==> config.mk <==
export PLATFORM = sky130hd
export DESIGN_NAME = v_pipe_update_ctl
export DESIGN_NICKNAME = d
export VERILOG_FILES = /design/src/rtl/v_pipe_update_ctl.sv
export SDC_FILE = /design/constraint.sdc
export NUM_CORES = 1
export LEC_CHECK = 0
export BUFFER_PORTS_ARGS = -buffer_cell sky130_fd_sc_hd__buf_4
export CAP_MARGIN = 20
export CORE_MARGIN = 3
export CORE_UTILIZATION = 48
export DETAILED_ROUTE_END_ITERATION = 8
export PLACE_DENSITY = 0.83
export SLEW_MARGIN = 0
export SYNTH_ARGS = -nofsm -noshare
export SYNTH_HDL_FRONTEND = slang
export SYNTH_SLANG_ARGS = --single-unit
==> constraint.sdc <==
create_clock -name clk -period 1.7 [get_ports clk]
set_input_delay 0.17 -clock clk [delete_from_list [all_inputs] [get_ports clk]]
set_output_delay 0.17 -clock clk [all_outputs]
set_load 0.05 [all_outputs]
==> src/rtl/v_pipe_update_ctl.sv <==
// Command scheduler for the table update pipeline: init sweep, three-stage
// read / compare / write-back sequencing and same-context hazard stalling.
module v_pipe_update_ctl #(
    parameter int CONTEXT_N = 8,
    parameter int ENTRIES_N = 16,
    parameter int KEY_W     = 32,
    localparam int CTX_W    = $clog2(CONTEXT_N)
) (
    input  logic                 clk,
    input  logic                 rst,
    input  logic                 i_cmd_vld,
    input  logic [1:0]           i_cmd_op,
    input  logic [CTX_W-1:0]     i_cmd_ctxt,
    input  logic [KEY_W-1:0]     i_cmd_key,
    output logic                 o_cmd_rdy,
    output logic                 o_st_rd_en,
    output logic [CTX_W-1:0]     o_st_rd_ctxt,
    output logic [KEY_W-1:0]     o_cmp_key,
    input  logic                 i_match_hit,
    input  logic                 i_match_full,
    input  logic [ENTRIES_N-1:0] i_match_sel,
    input  logic [ENTRIES_N-1:0] i_mask_cmp,
    output logic                 o_st_wr_en,
    output logic [1:0]           o_st_wr_op,
    output logic [CTX_W-1:0]     o_st_wr_ctxt,
    output logic [KEY_W-1:0]     o_st_wr_key,
    output logic [ENTRIES_N-1:0] o_st_wr_sel,
    output logic [ENTRIES_N-1:0] o_st_wr_mask,
    output logic                 o_rsp_vld,
    output logic [CTX_W-1:0]     o_rsp_ctxt,
    output logic [1:0]           o_rsp_status,
    output logic                 o_init_done,
    output logic                 o_busy
);

    localparam logic [0:0] ST_INIT = 1'b0;
    localparam logic [0:0] ST_RUN  = 1'b1;

    localparam logic [1:0] OP_CLR = 2'd0;
    localparam logic [1:0] OP_ADD = 2'd1;
    localparam logic [1:0] OP_DEL = 2'd2;
    localparam logic [1:0] OP_QRY = 2'd3;

    localparam logic [1:0] WR_CLEAR  = 2'd0;
    localparam logic [1:0] WR_INSERT = 2'd1;
    localparam logic [1:0] WR_UPDATE = 2'd2;
    localparam logic [1:0] WR_REMOVE = 2'd3;

    localparam logic [1:0] RSP_OK       = 2'd0;
    localparam logic [1:0] RSP_FULL     = 2'd1;
    localparam logic [1:0] RSP_NOTFOUND = 2'd2;

    localparam logic [CTX_W-1:0] LAST_CTXT = CTX_W'(CONTEXT_N - 1);

    logic [0:0]           state_r;
    logic [CTX_W-1:0]     init_cnt_r;

    logic                 s1_vld_r;
    logic [1:0]           s1_op_r;
    logic [CTX_W-1:0]     s1_ctxt_r;
    logic [KEY_W-1:0]     s1_key_r;

    logic                 s2_vld_r;
    logic [1:0]           s2_op_r;
    logic [CTX_W-1:0]     s2_ctxt_r;
    logic [KEY_W-1:0]     s2_key_r;

    logic                 s3_vld_r;
    logic                 s3_wr_en_r;
    logic [1:0]           s3_wr_op_r;
    logic [CTX_W-1:0]     s3_ctxt_r;
    logic [KEY_W-1:0]     s3_key_r;
    logic [ENTRIES_N-1:0] s3_sel_r;
    logic [ENTRIES_N-1:0] s3_mask_r;
    logic [1:0]           s3_status_r;

    logic                 hzd_s1_s;
    logic                 hzd_s2_s;
    logic                 hzd_s3_s;
    logic                 cmd_rdy_s;
    logic                 accept_s;

    logic                 dec_wr_en_s;
    logic [1:0]           dec_wr_op_s;
    logic [1:0]           dec_status_s;

    // A new command stalls while its context is still anywhere in S1..S3
    assign hzd_s1_s  = s1_vld_r & (s1_ctxt_r == i_cmd_ctxt);
    assign hzd_s2_s  = s2_vld_r & (s2_ctxt_r == i_cmd_ctxt);
    assign hzd_s3_s  = s3_vld_r & (s3_ctxt_r == i_cmd_ctxt);
    assign cmd_rdy_s = ~rst & (state_r == ST_RUN)
                     & ~(i_cmd_vld & (hzd_s1_s | hzd_s2_s | hzd_s3_s));
    assign accept_s  = i_cmd_vld & cmd_rdy_s;

    // Init sweep counter and INIT/RUN sequencing
    always_ff @(posedge clk) begin
        if (rst) begin
            state_r    <= ST_INIT;
            init_cnt_r <= {CTX_W{1'b0}};
        end else begin
            case (state_r)
                ST_INIT: begin
                    if (init_cnt_r == LAST_CTXT) begin
                        state_r    <= ST_RUN;
                        init_cnt_r <= {CTX_W{1'b0}};
                    end else begin
                        init_cnt_r <= init_cnt_r + CTX_W'(1);
                    end
                end
                ST_RUN: begin
                    state_r <= ST_RUN;
                end
                default: begin
                    state_r    <= ST_INIT;
                    init_cnt_r <= {CTX_W{1'b0}};
                end
            endcase
        end
    end

    // S1 and S2 carry the command forward one stage per cycle
    always_ff @(posedge clk) begin
        if (rst) begin
            s1_vld_r  <= 1'b0;
            s1_op_r   <= 2'd0;
            s1_ctxt_r <= {CTX_W{1'b0}};
            s1_key_r  <= {KEY_W{1'b0}};
            s2_vld_r  <= 1'b0;
            s2_op_r   <= 2'd0;
            s2_ctxt_r <= {CTX_W{1'b0}};
            s2_key_r  <= {KEY_W{1'b0}};
        end else begin
            s1_vld_r <= accept_s;
            if (accept_s) begin
                s1_op_r   <= i_cmd_op;
                s1_ctxt_r <= i_cmd_ctxt;
                s1_key_r  <= i_cmd_key;
            end
            s2_vld_r <= s1_vld_r;
            if (s1_vld_r) begin
                s2_op_r   <= s1_op_r;
                s2_ctxt_r <= s1_ctxt_r;
                s2_key_r  <= s1_key_r;
            end
        end
    end

    // Turn the compare result for the S2 command into a write-back and status
    always_comb begin
        dec_wr_en_s  = 1'b0;
        dec_wr_op_s  = WR_CLEAR;
        dec_status_s = RSP_OK;
        case (s2_op_r)
            OP_CLR: begin
                dec_wr_en_s = 1'b1;
                dec_wr_op_s = WR_CLEAR;
            end
            OP_ADD: begin
                if (i_match_hit) begin
                    dec_wr_en_s = 1'b1;
                    dec_wr_op_s = WR_UPDATE;
                end else if (i_match_full) begin
                    dec_status_s = RSP_FULL;
                end else begin
                    dec_wr_en_s = 1'b1;
                    dec_wr_op_s = WR_INSERT;
                end
            end
            OP_DEL: begin
                if (i_match_hit) begin
                    dec_wr_en_s = 1'b1;
                    dec_wr_op_s = WR_REMOVE;
                end else begin
                    dec_status_s = RSP_NOTFOUND;
                end
            end
            OP_QRY: begin
                if (i_match_hit) begin
                    dec_status_s = RSP_OK;
                end else begin
                    dec_status_s = RSP_NOTFOUND;
                end
            end
            default: begin
                dec_wr_en_s  = 1'b0;
                dec_status_s = RSP_OK;
            end
        endcase
    end

    // S3 holds the decoded write-back and response for one cycle
    always_ff @(posedge clk) begin
        if (rst) begin
            s3_vld_r    <= 1'b0;
            s3_wr_en_r  <= 1'b0;
            s3_wr_op_r  <= 2'd0;
            s3_ctxt_r   <= {CTX_W{1'b0}};
            s3_key_r    <= {KEY_W{1'b0}};
            s3_sel_r    <= {ENTRIES_N{1'b0}};
            s3_mask_r   <= {ENTRIES_N{1'b0}};
            s3_status_r <= 2'd0;
        end else begin
            s3_vld_r   <= s2_vld_r;
            s3_wr_en_r <= s2_vld_r & dec_wr_en_s;
            if (s2_vld_r) begin
                s3_wr_op_r  <= dec_wr_op_s;
                s3_ctxt_r   <= s2_ctxt_r;
                s3_key_r    <= s2_key_r;
                s3_sel_r    <= i_match_sel;
                s3_mask_r   <= i_mask_cmp;
                s3_status_r <= dec_status_s;
            end
        end
    end

    // Output mux; reset forces every strobe and bus low in the same cycle
    always_comb begin
        o_cmd_rdy    = 1'b0;
        o_st_rd_en   = 1'b0;
        o_st_rd_ctxt = {CTX_W{1'b0}};
        o_cmp_key    = {KEY_W{1'b0}};
        o_st_wr_en   = 1'b0;
        o_st_wr_op   = WR_CLEAR;
        o_st_wr_ctxt = {CTX_W{1'b0}};
        o_st_wr_key  = {KEY_W{1'b0}};
        o_st_wr_sel  = {ENTRIES_N{1'b0}};
        o_st_wr_mask = {ENTRIES_N{1'b0}};
        o_rsp_vld    = 1'b0;
        o_rsp_ctxt   = {CTX_W{1'b0}};
        o_rsp_status = RSP_OK;
        o_init_done  = 1'b0;
        o_busy       = 1'b0;
        if (rst) begin
            o_busy = 1'b0;
        end else begin
            o_cmd_rdy    = cmd_rdy_s;
            o_st_rd_en   = s1_vld_r;
            o_st_rd_ctxt = s1_ctxt_r;
            o_cmp_key    = s2_key_r;
            if (state_r == ST_INIT) begin
                o_st_wr_en   = 1'b1;
                o_st_wr_op   = WR_CLEAR;
                o_st_wr_ctxt = init_cnt_r;
            end else begin
                o_st_wr_en   = s3_wr_en_r;
                o_st_wr_op   = s3_wr_op_r;
                o_st_wr_ctxt = s3_ctxt_r;
                o_st_wr_key  = s3_key_r;
                o_st_wr_sel  = s3_sel_r;
                o_st_wr_mask = s3_mask_r;
            end
            o_rsp_vld    = s3_vld_r;
            o_rsp_ctxt   = s3_ctxt_r;
            o_rsp_status = s3_status_r;
            o_init_done  = (state_r == ST_RUN);
            o_busy       = (state_r == ST_INIT) | s1_vld_r | s2_vld_r | s3_vld_r;
        end
    end

endmodule

======== Word-level counts from Yosys, hierarchy flattened ========
Cells that the tools add are included.
storage, ports and cells
  register bits ........................... 153
  input port bits ......................... 74
  output and inout port bits .............. 115
  word-level logic and storage cells ...... 80
cells by class
  add/sub/neg operators ................... 1
  equal/unequal tests ..................... 7
  multiplexer cells ....................... 36
  bitwise gates (word level) .............. 16
  reductions and logical operators ........ 2
operators by type and width
  cell                                                              count
  32-bit two-way mux                                                3
  16-bit two-way mux                                                4
  3-bit two-way mux                                                 5
  1-bit two-way mux                                                 14
  2-bit two-way mux                                                 6
  3-bit == test                                                     3
  1-bit bitwise AND                                                 8
  2-bit one-hot mux with 2 select lines                             2
  1-bit OR                                                          5
  2-bit == test (second input constant)                             2
  3-bit by 1-bit adder with 3-bit output (second input constant)    1
  3-bit == test (second input constant)                             1
  1-bit inverter                                                    3
  1-bit one-hot mux with 3 select lines                             1
  2-bit by 1-bit == test with 1-bit output (second input constant)  1
  2-bit zero test                                                   1
  1-bit one-hot mux with 2 select lines                             1
  2-bit OR reduction                                                1

======== Logic depth before layout (Yosys ltp) ========
  depth in word-level cells ............... 8
  mapped depth ............................ 7
  mapped depth without buffers ............ 6

======== Least setup slack after synthesis ========
No wires, ideal clock.
  path type ............................... flip-flop to flip-flop
  start ................................... reg s1_vld_r
  end ..................................... reg s2_vld_r
  setup time .............................. 0.202 ns
  arrival time ............................ 1.729 ns
  required time ........................... 1.498 ns
  setup slack ............................. -0.231 ns
  cell stages (with the launch flop) ...... 5
  path buffers ............................ 3
  period minus slack after synthesis ...... 1.931 ns
  path through ............................ dfxtp_1 clkbuf_1 buf_2 buf_2 nor2b_1
between the ends
  longest elaborated chain between the ends .. 1
RTL lines
  what                      line  text
  start: declaration        58    logic s1_vld_r;
  start signal: assignment  133   s1_vld_r <= accept_s;
  1-bit two-way mux         --
  via o_st_rd_en            16    output logic o_st_rd_en,
  end signal: assignment    139   s2_vld_r <= s1_vld_r;
  end: declaration          63    logic s2_vld_r;
The timed path passes the listed nets, and every way through them passes these cells.
A chain may end at the register's enable or synchronous reset.

======== Worst setup path in the final report ========
  start ................................... reg state_r
  end ..................................... out o_st_wr_sel[14]
between the ends
  longest elaborated chain between the ends .. 2
RTL lines
  what                      line  text
  start: declaration        55    logic [0:0] state_r;
  start signal: assignment  98    state_r <= ST_INIT;
  start signal: assignment  104   state_r <= ST_RUN;
  start signal: assignment  111   state_r <= ST_RUN;
  16-bit two-way mux        240   if (state_r == ST_INIT) begin
  16-bit two-way mux        233   if (rst) begin
  end: declaration          27    output logic [ENTRIES_N-1:0] o_st_wr_sel,
Every way passes these cells.

==> summary.md <==
| Metric | Value |
|---|---|
| Status | finished with violations |
| Failing checks | negative setup slack |
| Design Power | 8.20 mW |
| Crit-path max cell delay | 350 ps |
| Setup violators final | 68 |
| CP startpoint kind | flop |
| WL per Instance | 18.4 um |
| Core footprint | 0.0135 mm2 |
| Hold EP | s1_key_r[24] |
| Die height | 124 um |
| Flops & latches, synth | 153 |
| Max Freq | 547 MHz |
| Synth Area per Inst | 9.65 um2 |
| Die area | 0.0154 mm2 |
| Slew headroom | 73.9% |
| Ys async rst share | 0% |
| Vias in the first global route | 5,806 |
| H-tree level count | 4 |
| Synth Net Count | 774 |
| Antenna viol nets, final | 0 |
| Via count | 5,651 |
| Final instance area | 0.0106 mm2 |
| Cell count after synthesis | 694 |
| Clock Latency Late Sink | 420 ps |
| Final Cycle Share | 108% |
| Reg2Reg Capture Point | s1_ctxt_r[0] |
| Crit path max fanout | 6 |
| Post-synth EDFFs | 0 |
| Cells after DPL | 1,030 |
| Initial antenna violation count | 0 |
| Leading area contributor after synthesis | dfxtp_1 |
| # nets final | 1,013 |
| CTS Buf Count | 17 |
| RD Place Congestion | 0.813 |
| Placed cell areas | 0.00834 mm2 |
| Max-slew violation count | 0 |
| IO buf count | 188 |
| GR Util All Layers | 26.1% |
| CP delay by family, top | buffers and inverters |
| Met1 global-route usage | 29.9% |
| Post-DP HPWL | 10.5 mm |
| Area Growth Syn to Fin | 58.4% |
| YS warnings | 0 |
| Dominant synthesized flop cell | dfxtp_1 |
| Worst Path Buf+Inv | 4 |
| First-pass DRT Iterations | 4 |
| Met3 usage | 6.95% |
| Die W | 124 um |
| PnR worst setup slack | -130 ps |
| Total grt overflow | 0 |
| Mapped Area | 0.00670 mm2 |
| Num rows | 42 |
| First-pass GRT wire length | 30.4 mm |
| Worst reg2reg startpoint | state_r |
| Sum Neg Setup Slack | -5110 ps |
| Busiest grt layer | met2 |
| Worst Path Required | 1530 ps |
| R2R Setup Slk | 80 ps |
| Crit Path Category | reg2out |
| Vias per cell | 5.04 |
| Cell count of the worst hold path | 3 |
| Most common cell in the synthesized netlist | dfxtp_1 |
| Ports | 189 |
| Fin. Hold Viols | 0 |
| Tmin final | 1830 ps |
| Commonest cells post-synth | 153 x dfxtp_1, 143 x mux2i_1, 115 x nor2_1 |
| Clock buffer depth | 2 |
| Final Skew | 12.2 ps |
| Leak | 4.23 nW |
| Final wirelength | 20.6 mm |
| RSZ-0062 raised after global routing | yes |
| Hold Path Origin | i_cmd_key[24] |
| WP data arrival | 1660 ps |
| Clock slew seen by the registers of the worst setup and hold paths | 60 ps |
| CTS tree | done |
| Hold Path Class | in2reg |
| Antenna cells | 0 |
| CP Capture Type | output pin |
| Fin cells | 1,122 |
| Pin count of the biggest net entering global routing | 80 |
| Critical path's most frequent cell | buf_12 |
| Global Route met2 Usage | 46.2% |
| Reg2Reg Depth | 7 |
| Cell Pwr Density | 773 mW/mm2 |
| CTS sink count | 153 |
| Initial core utilization | 49.8% |
| Critical path's slowest cell | dfxtp_4 |
| Yosys cell types | 29 |
| Drt initial violations | 336 |
| Cell chain of the critical path | nor2b_4 > buf_12 > buf_12 > clkbuf_16 > and2_4 > buf_8 |
| Post-synth top area share | 45.7% |
| Layout cells sized above 1 | 37.3% |
| Max-Cap Viols | 0 |
| # DRC | 0 |
| Worst-margin pin slew | 391 ps |
| Critical path depth | 6 |
| Ranking of synthesized cells by area | dfxtp_1 46%, mux2i_1 21%, nand2b_1 6.6% |
| Post-synthesis sequential area ratio | 45.7% |
| Root Buffer | clkbuf_16 |
| Worst VDD drop | 589 uV |
-- state kept, by name, indices dropped and copies added (netlist names), 3 cells and up --
register	count
init_cnt_r	3
s1_ctxt_r	3
s1_key_r	32
s2_ctxt_r	3
s2_key_r	32
s3_ctxt_r	3
s3_key_r	32
s3_mask_r	16
s3_sel_r	16
-- cell families after synthesis --
logic type      after synthesis  synth area share [%]
simple gates                315                  25.2
flops                       153                  45.7
mux                         146                  21.9
buf+inv                      56                  4.04
compound gates                9                 0.859
xor+xnor                      9                  1.18
fa+ha+maj                     6                  1.12
-- tightest hold or removal path: stages --
cell and delay, ps:
buf_4 110, nand2b_1 60, mux2i_1 60
-- metrics by stage --
| step | hold WS [ps] | util, % | setup slack [ps] |
|---|---|---|---|
| after CTS | 0.0612 | 78.0 | -201 |
| final | 25.0 | 78.9 | -130 |
| after global placement | 405 | 62.0 | 115 |
| after floorplan | 311 | - | 49.5 |
| after detailed placement | 411 | 62.0 | 86.6 |
| after global routing | 21.0 | 78.9 | -173 |
-- cell type report --
type                       count  area (um2)
multi-input combinational    485        3610
sequential                   153        3080
timing repair buffer         270        3030
fill                         776        2850
clock buffer                  25         515
tap                          176         220
clock inverter                 7         135
inverter                       6        22.5
-- metal layers --
metal | vias up | wire, um
met2 | 186 | 10600
met4 | 0 | 467
met3 | 38 | 1300
li1 | 2732 | -
met1 | 2695 | 8220
met5 | - | 0
-- worst max-delay path by stage --
stage	from	endpoint	slack (ps)
finish	state_r	o_st_wr_sel[14]	-130
global route	state_r	o_st_wr_mask[14]	-170
CTS	s2_ctxt_r[1]	o_cmd_rdy	-200
global placement	s2_ctxt_r[1]	s1_ctxt_r[1]	120
floorplan	s1_vld_r	s2_vld_r	50
detailed placement	s2_ctxt_r[1]	s1_ctxt_r[0]	90
-- layout by cell type, fill, tap and decap left out, drive strengths merged --
master / Yosys / routed
a21oi: 4 / 4
and2: 66 / 66
and3: 1 / 1
and4: 2 / 2
buf: 14 / 235
bufinv: 0 / 4
clkbuf: 36 / 27
clkinv: 0 / 3
dfxtp: 153 / 153
dlygate4sd3: 0 / 33
ha: 6 / 6
inv: 6 / 6
mux2: 3 / 3
mux2i: 143 / 143
nand2: 5 / 5
nand2b: 71 / 71
nand3: 2 / 2
nor2: 115 / 115
nor2b: 46 / 46
nor3: 3 / 3
nor4: 2 / 2
nor4b: 1 / 1
o21a: 2 / 2
o21ai: 1 / 1
o2bb2ai: 2 / 2
or3: 1 / 1
xnor2: 6 / 6
xor2: 3 / 3
-- power by group --
group | leakage, nW | total [mW] | internal [mW] | switching, mW
Combinational | 2.67 | 0.471 | 0.260 | 0.212
Clock | 0.323 | 4.13 | 2.69 | 1.44
Sequential | 1.24 | 3.60 | 3.59 | 0.00808
Total | 4.23 | 8.20 | 6.54 | 1.66
-- what timing repair did --
action / in CTS / in global routing
gates cloned: 9 / 2
buffers inserted: 17 / 5
hold buffers: 33 / 0
pin swaps: 62 / 15
gates resized for setup: 230 / 22
hold endpoints to repair: 33 / 0
setup endpoints to repair: 72 / 110
No activity file was read; power rests on OpenSTA's default activity.
